## config.mk

```make
export PLATFORM = sky130hd
export DESIGN_NAME = control_contadores_transicion
export DESIGN_NICKNAME = d
export VERILOG_FILES = /design/src/rtl/control_contadores_transicion_pkg.sv /design/src/rtl/control_contadores_transicion_arbitro_rr.sv /design/src/rtl/control_contadores_transicion.sv
export SDC_FILE = /design/constraint.sdc
export NUM_CORES = 1
export LEC_CHECK = 0
export ABC_AREA = 1
export BUFFER_PORTS_ARGS = -buffer_cell sky130_fd_sc_hd__buf_4
export CAP_MARGIN = 25
export CELL_PAD_IN_SITES_DETAIL_PLACEMENT = 1
export CELL_PAD_IN_SITES_GLOBAL_PLACEMENT = 2
export CORE_MARGIN = 2
export CORE_UTILIZATION = 26
export CTS_CLUSTER_SIZE = 14
export DETAILED_ROUTE_END_ITERATION = 8
export PLACE_DENSITY = 0.83
export SLEW_MARGIN = 0
export SYNTH_ARGS = -nofsm -noshare
export SYNTH_HDL_FRONTEND = slang
export SYNTH_HIERARCHICAL = 1
export SYNTH_SLANG_ARGS = --single-unit
```

## constraint.sdc

```tcl
create_clock -name clk -period 2.55 [get_ports clk]
set_clock_uncertainty 0.15 [all_clocks]
set_input_delay 0.255 -clock clk [delete_from_list [all_inputs] [get_ports clk]]
set_output_delay 0.255 -clock clk [all_outputs]
set_load 0.05 [all_outputs]
```

## src/rtl/control_contadores_transicion_pkg.sv

```systemverilog
// Shared types and constants for the transition-counter controller:
// FSM state encoding, memory LE polarity and default widths.
package paquete_contadores;

  localparam int NUM_CNT_DEF = 3;
  localparam int NDIR_DEF    = 2;
  localparam int W_INC_DEF   = 8;
  localparam int W_CNT_DEF   = 32;

  localparam logic LE_LEER     = 1'b1;
  localparam logic LE_ESCRIBIR = 1'b0;

  typedef enum logic [2:0] {
    ST_INIT,
    ST_CLEAR,
    ST_IDLE,
    ST_READ,
    ST_WRITE,
    ST_RDOUT
  } estado_t;

endpackage

```

## src/rtl/control_contadores_transicion_arbitro_rr.sv

```systemverilog
// Combinational round-robin arbiter: grants the first set request at or
// after ptr, wrapping modulo NUM_CNT. The pointer register lives in the caller.
module arbitro_rr #(
  parameter int NUM_CNT = 3,
  parameter int NDIR    = 2
) (
  input  logic [NUM_CNT-1:0] req,
  input  logic [NDIR-1:0]    ptr,
  output logic               gnt_vld,
  output logic [NDIR-1:0]    gnt_idx
);

  logic [NDIR-1:0] idx;

  // Scan from the farthest offset down so the nearest requester wins last.
  always_comb begin
    gnt_vld = 1'b0;
    gnt_idx = '0;
    idx     = '0;
    for (int k = NUM_CNT - 1; k >= 0; k--) begin
      idx = NDIR'((int'(ptr) + k) % NUM_CNT);
      if (req[idx]) begin
        gnt_vld = 1'b1;
        gnt_idx = idx;
      end
    end
  end

endmodule

```

## src/rtl/control_contadores_transicion.sv

```systemverilog
// Shared transition-counter memory controller: post-reset/commanded clear,
// round-robin read-modify-write increments with saturation, single-word readout.
module control_contadores_transicion
  import paquete_contadores::*;
#(
  parameter int NUM_CNT = NUM_CNT_DEF,
  parameter int NDIR    = NDIR_DEF,
  parameter int W_INC   = W_INC_DEF,
  parameter int W_CNT   = W_CNT_DEF
) (
  input  logic                     clk,
  input  logic                     reset_L,
  input  logic [NUM_CNT-1:0]       req,
  input  logic [NUM_CNT*W_INC-1:0] inc,
  output logic [NUM_CNT-1:0]       ack,
  input  logic                     clr,
  input  logic                     rd_req,
  input  logic [NDIR-1:0]          rd_dir,
  output logic [W_CNT-1:0]         rd_dato,
  output logic                     rd_valid,
  output logic                     busy,
  output logic [NDIR-1:0]          mem_dir,
  output logic                     mem_le,
  output logic [W_CNT-1:0]         mem_wdata,
  input  logic [W_CNT-1:0]         mem_rdata
);

  localparam logic [NDIR-1:0] ULT_DIR   = NDIR'(NUM_CNT - 1);
  localparam logic [NDIR:0]   NUM_CNT_W = (NDIR + 1)'(NUM_CNT);

  logic [NUM_CNT-1:0][W_INC-1:0] inc_v;
  assign inc_v = inc;

  estado_t              st_q, st_d;
  logic [NDIR-1:0]      clr_ptr_q, clr_ptr_d;
  logic [NDIR-1:0]      rr_ptr_q, rr_ptr_d;
  logic [NDIR-1:0]      g_q, g_d;
  logic [NDIR-1:0]      rd_dir_q, rd_dir_d;
  logic [W_CNT-1:0]     hold_q, hold_d;
  logic [W_CNT-1:0]     rd_dato_q, rd_dato_d;
  logic                 clr_pend_q, clr_pend_d;
  logic                 rd_valid_q, rd_valid_d;
  logic [NUM_CNT-1:0]   ack_q, ack_d;

  logic                 gnt_vld;
  logic [NDIR-1:0]      gnt_idx;
  logic [W_CNT:0]       suma;
  logic [W_CNT-1:0]     wdata_sat;

  arbitro_rr #(.NUM_CNT(NUM_CNT), .NDIR(NDIR)) u_arb (
    .req     (req),
    .ptr     (rr_ptr_q),
    .gnt_vld (gnt_vld),
    .gnt_idx (gnt_idx)
  );

  // One extra bit catches the carry so the counter sticks at all-ones.
  always_comb begin
    suma      = {1'b0, hold_q} + {{(W_CNT + 1 - W_INC){1'b0}}, inc_v[g_q]};
    wdata_sat = suma[W_CNT] ? '1 : suma[W_CNT-1:0];
  end

  always_comb begin
    busy      = (st_q != ST_IDLE);
    mem_le    = LE_LEER;
    mem_dir   = '0;
    mem_wdata = '0;
    case (st_q)
      ST_CLEAR: begin
        mem_le  = LE_ESCRIBIR;
        mem_dir = clr_ptr_q;
      end
      ST_READ:  mem_dir = g_q;
      ST_WRITE: begin
        mem_le    = LE_ESCRIBIR;
        mem_dir   = g_q;
        mem_wdata = wdata_sat;
      end
      ST_RDOUT: mem_dir = rd_dir_q;
      default: ;
    endcase
  end

  always_comb begin
    st_d       = st_q;
    clr_ptr_d  = clr_ptr_q;
    rr_ptr_d   = rr_ptr_q;
    g_d        = g_q;
    rd_dir_d   = rd_dir_q;
    hold_d     = hold_q;
    rd_dato_d  = rd_dato_q;
    ack_d      = '0;
    rd_valid_d = 1'b0;
    // A clear arriving mid-operation waits until we are back in IDLE.
    clr_pend_d = clr_pend_q | (clr && (st_q != ST_IDLE));
    case (st_q)
      ST_INIT: st_d = ST_CLEAR;
      ST_CLEAR: begin
        if (clr_ptr_q == ULT_DIR) begin
          clr_ptr_d = '0;
          st_d      = ST_IDLE;
        end else begin
          clr_ptr_d = clr_ptr_q + 1'b1;
        end
      end
      ST_IDLE: begin
        if (clr || clr_pend_q) begin
          clr_pend_d = 1'b0;
          st_d       = ST_CLEAR;
        end else if (rd_req) begin
          rd_dir_d = rd_dir;
          st_d     = ST_RDOUT;
        end else if (gnt_vld) begin
          g_d  = gnt_idx;
          st_d = ST_READ;
        end
      end
      ST_READ: begin
        hold_d = mem_rdata;
        st_d   = ST_WRITE;
      end
      ST_WRITE: begin
        ack_d[g_q] = 1'b1;
        rr_ptr_d   = (g_q == ULT_DIR) ? '0 : g_q + 1'b1;
        st_d       = ST_IDLE;
      end
      ST_RDOUT: begin
        rd_dato_d  = ({1'b0, rd_dir_q} >= NUM_CNT_W) ? '0 : mem_rdata;
        rd_valid_d = 1'b1;
        st_d       = ST_IDLE;
      end
      default: st_d = ST_INIT;
    endcase
  end

  always_ff @(posedge clk or negedge reset_L) begin
    if (!reset_L) begin
      st_q       <= ST_INIT;
      clr_ptr_q  <= '0;
      rr_ptr_q   <= '0;
      g_q        <= '0;
      rd_dir_q   <= '0;
      hold_q     <= '0;
      rd_dato_q  <= '0;
      clr_pend_q <= 1'b0;
      rd_valid_q <= 1'b0;
      ack_q      <= '0;
    end else begin
      st_q       <= st_d;
      clr_ptr_q  <= clr_ptr_d;
      rr_ptr_q   <= rr_ptr_d;
      g_q        <= g_d;
      rd_dir_q   <= rd_dir_d;
      hold_q     <= hold_d;
      rd_dato_q  <= rd_dato_d;
      clr_pend_q <= clr_pend_d;
      rd_valid_q <= rd_valid_d;
      ack_q      <= ack_d;
    end
  end

  assign ack      = ack_q;
  assign rd_valid = rd_valid_q;
  assign rd_dato  = rd_dato_q;

endmodule
```

==> flow_summary_export.csv <==
group,metric,value,unit
outcome,status,"finished with violations",
outcome,violations,"negative setup slack",
worst_setup_path,worst-path-max-fanout,7,
cells_and_area,area_growth,61.7,%
worst_setup_path,reg2regPathDepth,10,
yosys,ys_ff_latch,80,
timing,relSlewSlack,45.7,%
worst_setup_path,r2r_start,"rr_ptr_q[0]$_DFFE_PN0P_",
detailed_routing,ant_nets,0,
place,portBuffers,136,
yosys,ys_types,37,
worst_hold_path,hold_class,"in -> reg",
cells_and_area,fillCellCount,2371,
floorplan,coreArea,19500,sq um
floorplan,start_util,26.5,%
place,place_ws,-337,ps
power,powerDensity,1280,nW/um^2
detailed_routing,drtIter0Drc,223,
timing,setup_tns,-20670,ps
grt,grt_max_degree,39,
floorplan,die_area,21000,sq um
yosys,yosysWarnings,6,
yosys,synth_area,5150,sq um
timing,setup_ws,-706,ps
detailed_routing,dr_total_vias,5590,
detailed_routing,routed_via_density,4.59,
clock_network,clkSinkCount,80,
grt,antenna_found_initial,0,
yosys,ys.flop_type,"dfrtp_1",
yosys,synth_edf_count,0,
yosys,syn_nets,814,
yosys,synth_area_per_cell,6.99,sq um
detailed_routing,drc,0,
worst_setup_path,worstPathRequired,2140,ps
worst_setup_path,cp_data_arrival_time,2850,ps
timing,rsz0062_at_grt,"yes",
timing,maxSlewViolCount,0,
yosys,ys_async_sr_fraction,100,%
grt,track_usage,19.1,%
detailed_routing,wl,20.1,mm
detailed_routing,dr.pass1.iters,4,
place,hpwl,15.5,mm
yosys,ys_top_cells_by_count,"nand2_1 (244), inv_1 (115), dfrtp_1 (80)",
yosys,synth_area_leaders,"dfrtp_1 (39%), nand2_1 (18%), inv_1 (8.4%)",
clock_network,cts_made_buffers,9,
clock_network,cts.path.max_buffers,2,
timing,fin_crit_sh,128,%
floorplan,row_count,51,
worst_setup_path,rrSetupSlack,420,ps
yosys,synth_top_cell_area_share,38.8,%
floorplan,ios,137,
worst_hold_path,hp-start,"mem_rdata[30]",
grt,grt_pass1_wl,30.9,mm
timing,tightest_slew,814,ps
detailed_routing,routedWlPerCell,16.5,um
timing,hold_violations,0,
clock_network,clk_latency,330,ps
power,ir_drop,0.912,mV
cells_and_area,final_nets,1025,
clock_network,clock_tree.htree_level_count,3,
cells_and_area,antenna_cells,0,
worst_setup_path,cp-end-kind,"output port",
clock_network,cts_tree,"yes",
timing,min_period,3260,ps
yosys,syn_inst,737,
timing,fmax,0.307,GHz
worst_hold_path,hold_path_depth,3,
place,post-place-cells,1171,
yosys,synth-seq-area-share,38.8,%
clock_network,clock-root-buffer,"clkbuf_16",
run,cap_violations,0,
floorplan,die_w,145,um
place,gp_congestion,0.903,
floorplan,die_y,145,um
clock_network,clk_pin_slew,60,ps
cells_and_area,drive_above_1_share,38.2,%
yosys,yosysTopAreaCell,"dfrtp_1",
worst_setup_path,timing.rr.end,"g_q[0]$_DFFE_PN0P_",
worst_setup_path,startpoint_type,"flip-flop",
timing,setup_viol,32,
worst_setup_path,crit_type,"reg -> out",
yosys,yosysMostFrequentCell,"nand2_1",
grt,grt_pass1_vias,5800,
power,leakage,4.24,nW
cells_and_area,finalNonFillerCells,1218,
grt,gr-total-overflow,0,
worst_hold_path,hold-path-endpoint,"hold_q[30]$_DFFE_PN0N_",
registers in the layout, indices dropped and copies added, names as in the netlist:
name and flops:
hold_q 32, rd_dato 32, ack 3, st_q 3
clr_ptr_q 2, g_q 2, rd_dir_q 2, rr_ptr_q 2
clr_pend_q 1, rd_valid 1
routing by layer:
metal	vias to the layer above	GRT usage, %	wire [um]
li1	2759	-	-
met1	2719	26.6	9560
met2	96	32.2	9870
met3	16	1.48	428
met4	0	4.65	277
met5	-	0	0
repair_timing:
action / in CTS / in global routing
resized for setup: 90 / 54
cloned: 1 / 1
buffers inserted: 11 / 9
hold endpoints to repair: 44 / 0
pin swaps: 13 / 25
hold buffers: 10 / 0
setup endpoints to repair: 32 / 32
area by class of cell:
class                      instances  area [sq um]  share of cell area (%)
clock buffer                      11           253                    3.03
tap                              265           332                    3.98
inverter                         119           490                    5.88
clock inverter                     5          78.8                   0.946
multi-input combinational        519          3240                    38.8
timing repair buffer             219          1940                    23.3
sequential                        80          2000                    24.1
worst max-delay path: stages, from the launching register on:
cell and delay, ps:
dfrtp_2 470, inv_2 110, nor2_4 60, nand2_2 90, nand3_2 90, ha_4 180, fa_2 380, nand3_2 120
nand3_4 110, buf_12 150, nand2_4 50, nand3_4 80, buf_4 160, xnor2_4 130, a21oi_4 150, buf_8 170
worst max-delay path by stage:
stage,from,to,slack [ps],cells after the start
6_report,g_q[1]$_DFFE_PN0P_,mem_wdata[8],-710,15
5_1_grt,g_q[1]$_DFFE_PN0P_,mem_wdata[5],-830,15
4_1_cts,g_q[1]$_DFFE_PN0P_,mem_wdata[12],-620,15
3_5_place_dp,g_q[0]$_DFFE_PN0P_,mem_wdata[31],-340,15
3_3_place_gp,g_q[0]$_DFFE_PN0P_,mem_wdata[31],-270,14
2_1_floorplan,g_q[0]$_DFFE_PN0P_,mem_wdata[10],-130,15
metrics by stage:
stage | cell area, sq um | hold slack, ps | utilization [%] | power [W]
2_1_floorplan | 5360 | -191 | - | 0.00614
3_3_place_gp | 7060 | 105 | 36.3 | 0.00816
3_5_place_dp | 7060 | 113 | 36.3 | 0.00829
4_1_cts | 7980 | 3.32 | 41.0 | 0.0102
5_1_grt | 8330 | 17.6 | 42.8 | 0.0114
6_report | 8330 | 16.7 | 42.8 | 0.0107
power by group:
part / total, W / internal (W) / switching (W)
clock network: 0.00141 / 0.000909 / 0.000501
registers: 0.00253 / 0.00188 / 0.000642
logic: 0.00674 / 0.00251 / 0.00423
total: 0.0107 / 0.00530 / 0.00537
placed cells by master (no fill, tap or decap), drive strengths merged, types with 2 or more instances in the layout:
cell type,n
xor2,2
buf,208
inv,107
bufinv,2
nand3b,3
a21oi,22
dlygate4sd3,10
clkinvlp,11
o31ai,15
mux2,2
nor3,12
nand2,249
nand3,86
nand4,10
nor2,54
ha,11
o21ai,43
xnor2,6
dfrtp,80
clkbuf,12
o21bai,2
clkinv,4
kinds of logic after synthesis:
kind of cell               share of synthesized area, %
AOI/OAI and AO/OA                                  9.66
xor gates and xnor gates                           1.36
adders and majority gates                          3.06
buffers and inverters                              10.6
DFF                                                38.8
muxes                                             0.437
and+or+nand+nor                                    36.1
Note: power is estimated with default switching activity, not from simulation.
